**src/rtl/scp_alert_pkg.sv**
```systemverilog
// scp_alert_pkg: shared state encodings, alert level codes and light patterns for the alert sequencer
package scp_alert_pkg;
  typedef enum logic [2:0] {
    ST_GREEN    = 3'd0,
    ST_YELLOW   = 3'd1,
    ST_RED      = 3'd2,
    ST_COOLDOWN = 3'd3
  } state_t;
  localparam logic [1:0] LVL_YELLOW = 2'd1;
  localparam logic [1:0] LVL_RED    = 2'd2;
  localparam logic [2:0] LIGHT_G = 3'b100;
  localparam logic [2:0] LIGHT_Y = 3'b010;
  localparam logic [2:0] LIGHT_R = 3'b001;
  function automatic logic [2:0] light_of(state_t s);
    return s == ST_GREEN ? LIGHT_G : s == ST_RED ? LIGHT_R : LIGHT_Y;
  endfunction
endpackage

```
**src/rtl/scp_dwell_timer.sv**
```systemverilog
// scp_dwell_timer: saturating tick counter with synchronous clear and asynchronous active-low reset
module scp_dwell_timer #(
  parameter int TW = 8
) (
  input  logic          clock,
  input  logic          rst_n,
  input  logic          clr,
  output logic [TW-1:0] count
);
  // count ticks in the current state, holding at all-ones
  always_ff @(posedge clock or negedge rst_n)
    if (!rst_n) count <= '0;
    else if (clr) count <= '0;
    else if (count != '1) count <= count + 1'b1;
endmodule

```
**src/rtl/scp_alert_sequencer.sv**
```systemverilog
// scp_alert_sequencer: one-hot containment light sequencer; SCP_ESC_COUNT_EN adds the esc_count output
module scp_alert_sequencer
  import scp_alert_pkg::*;
#(
  parameter int YELLOW_HOLD = 20,
  parameter int RED_HOLD    = 10,
  parameter int ESC_TIMEOUT = 40,
  parameter int TW          = 8
) (
  input  logic          clock,
  input  logic          rst_n,
  input  logic          alert_req,
  input  logic [1:0]    alert_lvl,
  input  logic          clear_req,
  input  logic          ack,
  output logic          green,
  output logic          yellow,
  output logic          red,
  output logic [2:0]    state,
  output logic [TW-1:0] timer,
  output logic          clear_pend
`ifdef SCP_ESC_COUNT_EN
  ,
  output logic [7:0]    esc_count
`endif
);
  localparam logic [TW-1:0] Y_LAST = TW'(YELLOW_HOLD - 1);
  localparam logic [TW-1:0] R_LAST = TW'(RED_HOLD - 1);
  localparam logic [TW-1:0] E_LAST = TW'(ESC_TIMEOUT - 1);
  state_t     st, st_nx;
  logic       acked, acked_nx, pend_nx, chg, up_y, up_r, clr;
  logic [2:0] lights;
  assign up_y = alert_req && alert_lvl == LVL_YELLOW;
  assign up_r = alert_req && alert_lvl == LVL_RED;
  assign clr  = clear_req && !alert_req;
  assign chg  = st_nx != st;
  assign state = st;
  assign {green, yellow, red} = lights;
  scp_dwell_timer #(.TW(TW)) u_timer (
    .clock(clock),
    .rst_n(rst_n),
    .clr  (chg),
    .count(timer)
  );
  // next state plus pending-clear and acknowledge flags, both dropped on any state change
  always_comb begin
    st_nx    = ST_GREEN;
    pend_nx  = clear_pend;
    acked_nx = acked;
    case (st)
      ST_GREEN: st_nx = up_r ? ST_RED : up_y ? ST_YELLOW : ST_GREEN;
      ST_YELLOW: begin
        pend_nx  = clear_pend | clr;
        acked_nx = acked | ack;
        st_nx    = up_r ? ST_RED :
                   (timer >= Y_LAST && (clr || clear_pend)) ? ST_GREEN :
                   (!acked && timer == E_LAST) ? ST_RED : ST_YELLOW;
      end
      ST_RED: begin
        pend_nx = clear_pend | clr;
        st_nx   = (timer >= R_LAST && (clr || clear_pend)) ? ST_COOLDOWN : ST_RED;
      end
      ST_COOLDOWN: st_nx = up_r ? ST_RED : up_y ? ST_YELLOW : timer == Y_LAST ? ST_GREEN : ST_COOLDOWN;
      default: st_nx = ST_GREEN;
    endcase
    if (st_nx != st) begin
      pend_nx  = 1'b0;
      acked_nx = 1'b0;
    end
  end
  // state register with lights registered from the next state so they are always one-hot
  always_ff @(posedge clock or negedge rst_n)
    if (!rst_n) begin
      st         <= ST_GREEN;
      clear_pend <= 1'b0;
      acked      <= 1'b0;
      lights     <= LIGHT_G;
    end else begin
      st         <= st_nx;
      clear_pend <= pend_nx;
      acked      <= acked_nx;
      lights     <= light_of(st_nx);
    end
`ifdef SCP_ESC_COUNT_EN
  // count entries into RED, saturating
  always_ff @(posedge clock or negedge rst_n)
    if (!rst_n) esc_count <= '0;
    else if (chg && st_nx == ST_RED && esc_count != 8'hff) esc_count <= esc_count + 8'd1;
`endif
endmodule

```
**config.mk**
```make
export PLATFORM = sky130hd
export DESIGN_NAME = scp_alert_sequencer
export DESIGN_NICKNAME = d
export VERILOG_FILES = /design/src/rtl/scp_alert_pkg.sv /design/src/rtl/scp_dwell_timer.sv /design/src/rtl/scp_alert_sequencer.sv
export SDC_FILE = /design/constraint.sdc
export NUM_CORES = 1
export LEC_CHECK = 0
export BUFFER_PORTS_ARGS = -buffer_cell sky130_fd_sc_hd__buf_2
export CAP_MARGIN = 30
export CELL_PAD_IN_SITES_DETAIL_PLACEMENT = 2
export CELL_PAD_IN_SITES_GLOBAL_PLACEMENT = 2
export CORE_MARGIN = 1.5
export CORE_UTILIZATION = 32
export DETAILED_ROUTE_END_ITERATION = 10
export PLACE_DENSITY = 0.77
export SLEW_MARGIN = 25
export SYNTH_ARGS = -nofsm -noshare
export SYNTH_HDL_FRONTEND = slang
export SYNTH_HIERARCHICAL = 1
export SYNTH_SLANG_ARGS = --single-unit
```
**constraint.sdc**
```tcl
create_clock -name clock -period 2.7 [get_ports clock]
set_input_delay 0.675 -clock clock [delete_from_list [all_inputs] [get_ports clock]]
set_output_delay 0.675 -clock clock [all_outputs]
set_load 0.02 [all_outputs]
```
==> flow_summary_export.csv <==
group,metric,value,unit
outcome,status,"finished clean",
final_layout,utilization,0.4103,
final_layout,seqCellArea,376.6,um2
power,vdd_drop_max,621.5,uV
synth,synth-simple-area-share,0.2947,
synth,async_flop_share,1.000,
final_layout,multiInputGateArea,554.3,um2
critical_path,critPathLaunchType,"register",
cts,cts_buffers,3,
final_layout,layout-drive-gt1-share,0.3554,
sta,setup_slack,172.8,ps
global_route,grt_pass1_wl,4588,um
drt,ant_nets,0,
sta,post-route-period-util,0.9360,
cts,cts.clk_slew.worst_paths,80,ps
final_layout,final_cells,152,
synth,synthAdderAreaFrac,0.06579,
final_layout,layout.nets,134,
synth,synth_top_area_share,0.3684,
floorplanning,die_width,57.51,um
global_route,grt-ovfl-total,0,
global_route,grt_max_degree,16,
sta,timing_hold_violations_final,0,
place,hpwl,2175,um
sta,setup_viol,0,
floorplanning,die_h,57.51,um
place,place_congestion,0.8237,
cts,clockBufferDepth,2,
floorplanning,dieArea,0.003307,mm2
synth,yosysWarnings,6,
final_layout,diodes,0,
floorplanning,coreArea,0.002781,mm2
critical_path,cp_max_fo,8,
synth,synth_compound_area_frac,0.2118,
cts,cts_tree,"built",
drt,drc,0,
sta,rsz0062_at_grt,"false",
place,pre_cts_ws,41.51,ps
critical_path,cp_cell_sequence,"or3_4, nor3_1, and4b_1, or3_4, a22o_2, o21bai_1, a31oi_1",
sta,fin_skew,1.406,ps
critical_path,worstPathArrival,2730,ps
cts,post-cts-setup-buffer-count,0,
synth,synth-xor-area-share,0,
place,placedInstanceArea,0.001109,mm2
synth,netlist_instances,95,
global_route,antenna_found_initial,0,
drt,route.vias.total,871,
sta,clock.fmax,395.7,MHz
drt,drt_iter0_markers,28,
sta,finalCriticalPeriod,2527,ps
synth,synth-seq-cells,15,
critical_path,crit_slowest_cell,"dfrtp_1",
global_route,grt_use_total,0.1804,
synth,synth_edf_count,0,
critical_path,required,2900,ps
drt,viasPerCell,5.730,
synth,synth.distinct_cells,43,
synth,synth_top_family_by_area,"simple AND/OR/NAND/NOR gates",
min_path,hp-class,"in2async",
cts,numClockSinks,15,
synth,ys_top_cells_by_area,"dfrtp_1, ha_1, a21oi_1, and4_2, nor3_1",
cts,clk_latency,270,ps
synth,synthMuxAreaShare,0,
synth,ys.flop_type,"dfrtp_1",
cts,clockRootBuffer,"clkbuf_4",
critical_path,cpPeakStageDelay,470,ps
power,p_per_area,780.4,mW/mm2
synth,yosysSeqAreaShare,0.3961,
synth,synth_area,950.9,um2
drt,drt-total-wl,2779,um
synth,syn-num-nets,107,
final_layout,stdcell_area,0.001141,mm2
sta,tns,0,ps
final_layout,area_growth,20.00,%
cts,htree_num_levels,1,
final_layout,fill_cells,303,
drt,routedWlPerCell,18.28,um
place,place_inst,148,
floorplanning,num_rows,19,
job,maxCapViolCount,0,
floorplanning,ioPinCount,22,
drt,firstDrtPassIters,4,
sta,slew_viol_final,0,
cts,cts-resized-gates,0,
synth,avgSynthCellArea,10.01,um2
power,leakage,0.5428,nW
critical_path,setup.worst_path.class,"reg2reg",
global_route,grt_pass1_vias,946,
place,numPortBuffers,20,
synth,synth_top_cell_by_area,"dfrtp_1",
critical_path,crit_top_cell,"or3_4",
critical_path,critPathCaptureType,"register",
cts,ctsHoldBuffers,0,
floorplanning,start_util,0.3419,
-- through the flow --
step / total power, mW / hold slack, ps
6_report: 0.8906 / 290.7
3_5_place_dp: 0.7704 / 601.3
5_1_grt: 0.9616 / 301.7
4_1_cts: 0.8974 / 294.6
2_1_floorplan: 0.6344 / 379.4
3_3_place_gp: 0.7522 / 596.6
-- registers in the layout, indices dropped and copies added (netlist names) --
signal         flops
u_timer/count      8
acked              1
lights             3
state              2
clear_pend         1
-- synthesized netlist by cell type (2+ instances only) --
cell	number
and3_1	3
or3_1	2
nand2_1	4
inv_1	4
o21ai_0	5
o221ai_1	2
or3_4	2
nor3_1	6
dfrtp_1	14
or2_2	3
a211oi_1	3
nor2b_1	2
and4_2	3
a221oi_1	2
a31oi_1	3
a21oi_1	6
ha_1	5
-- layout by cell type (no fill, tap or decap), types with 2 or more instances in the layout --
master,count
nand2_1,4
and3_1,3
nor2b_1,2
a31oi_1,3
ha_1,5
a211oi_1,3
o221ai_1,2
a221oi_1,2
clkbuf_4,3
or3_4,2
and4_2,3
o21ai_0,5
nor3_1,5
or2_2,3
buf_4,4
buf_2,20
inv_1,4
or3_1,2
a21oi_1,6
dfrtp_1,14
-- critical path, delay by kind of cell, from the launching register on --
family / cells / cell delay [ps]
and+or+nand+nor: 4 / 1340
DFF: 1 / 470
AOI/OAI and AO/OA: 3 / 650
-- final timing paths --
path / start / endpoint / slack, ps / depth (start not counted)
max: u_timer/count[7]$_DFFE_PN0P_ / u_timer/count[2]$_DFFE_PN0P_ / 170 / 7
min: rst_n / u_timer/count[6]$_DFFE_PN0P_ / 290 / 1
max reg2reg: u_timer/count[7]$_DFFE_PN0P_ / u_timer/count[2]$_DFFE_PN0P_ / 170 / 7
min reg2reg: acked$_DFFE_PN0P_ / acked$_DFFE_PN0P_ / 640 / 2
max in group asynchronous: rst_n / lights[2]$_DFF_PN1_ / 2110 / 1
min in group clock: acked$_DFFE_PN0P_ / acked$_DFFE_PN0P_ / 640 / 2
-- where the power goes --
| part | switching (mW) | internal (mW) |
|---|---|---|
| Sequential | 0.0609 | 0.283 |
| Combinational | 0.258 | 0.166 |
| Clock | 0.0663 | 0.0572 |
| Total | 0.385 | 0.506 |
-- layout make-up --
type,instances,share of cell area
Inverter,4,0.01316
Multi-Input combinational cell,74,0.4857
Timing Repair Buffer,24,0.1140
Tap cell,31,0.03399
Sequential cell,15,0.3300
Clock buffer,4,0.02303
-- logic make-up (layout without fill, tap and decap cells) --
logic type | after synthesis | after routing
other cells | 1 | 1
buf+inv | 6 | 32
fa+ha+maj | 5 | 5
simple gates | 40 | 40
compound gates | 28 | 28
flops | 15 | 15
-- layer usage --
layer | track usage | vias up | share of wire
li1 | - | 424 | -
met3 | 0.02041 | 2 | 0.018
met1 | 0.2379 | 435 | 0.45
met2 | 0.3117 | 10 | 0.52
met4 | 0.04983 | 0 | 0.0061
met5 | 0 | - | 0
(Power assumes the default switching activity.)
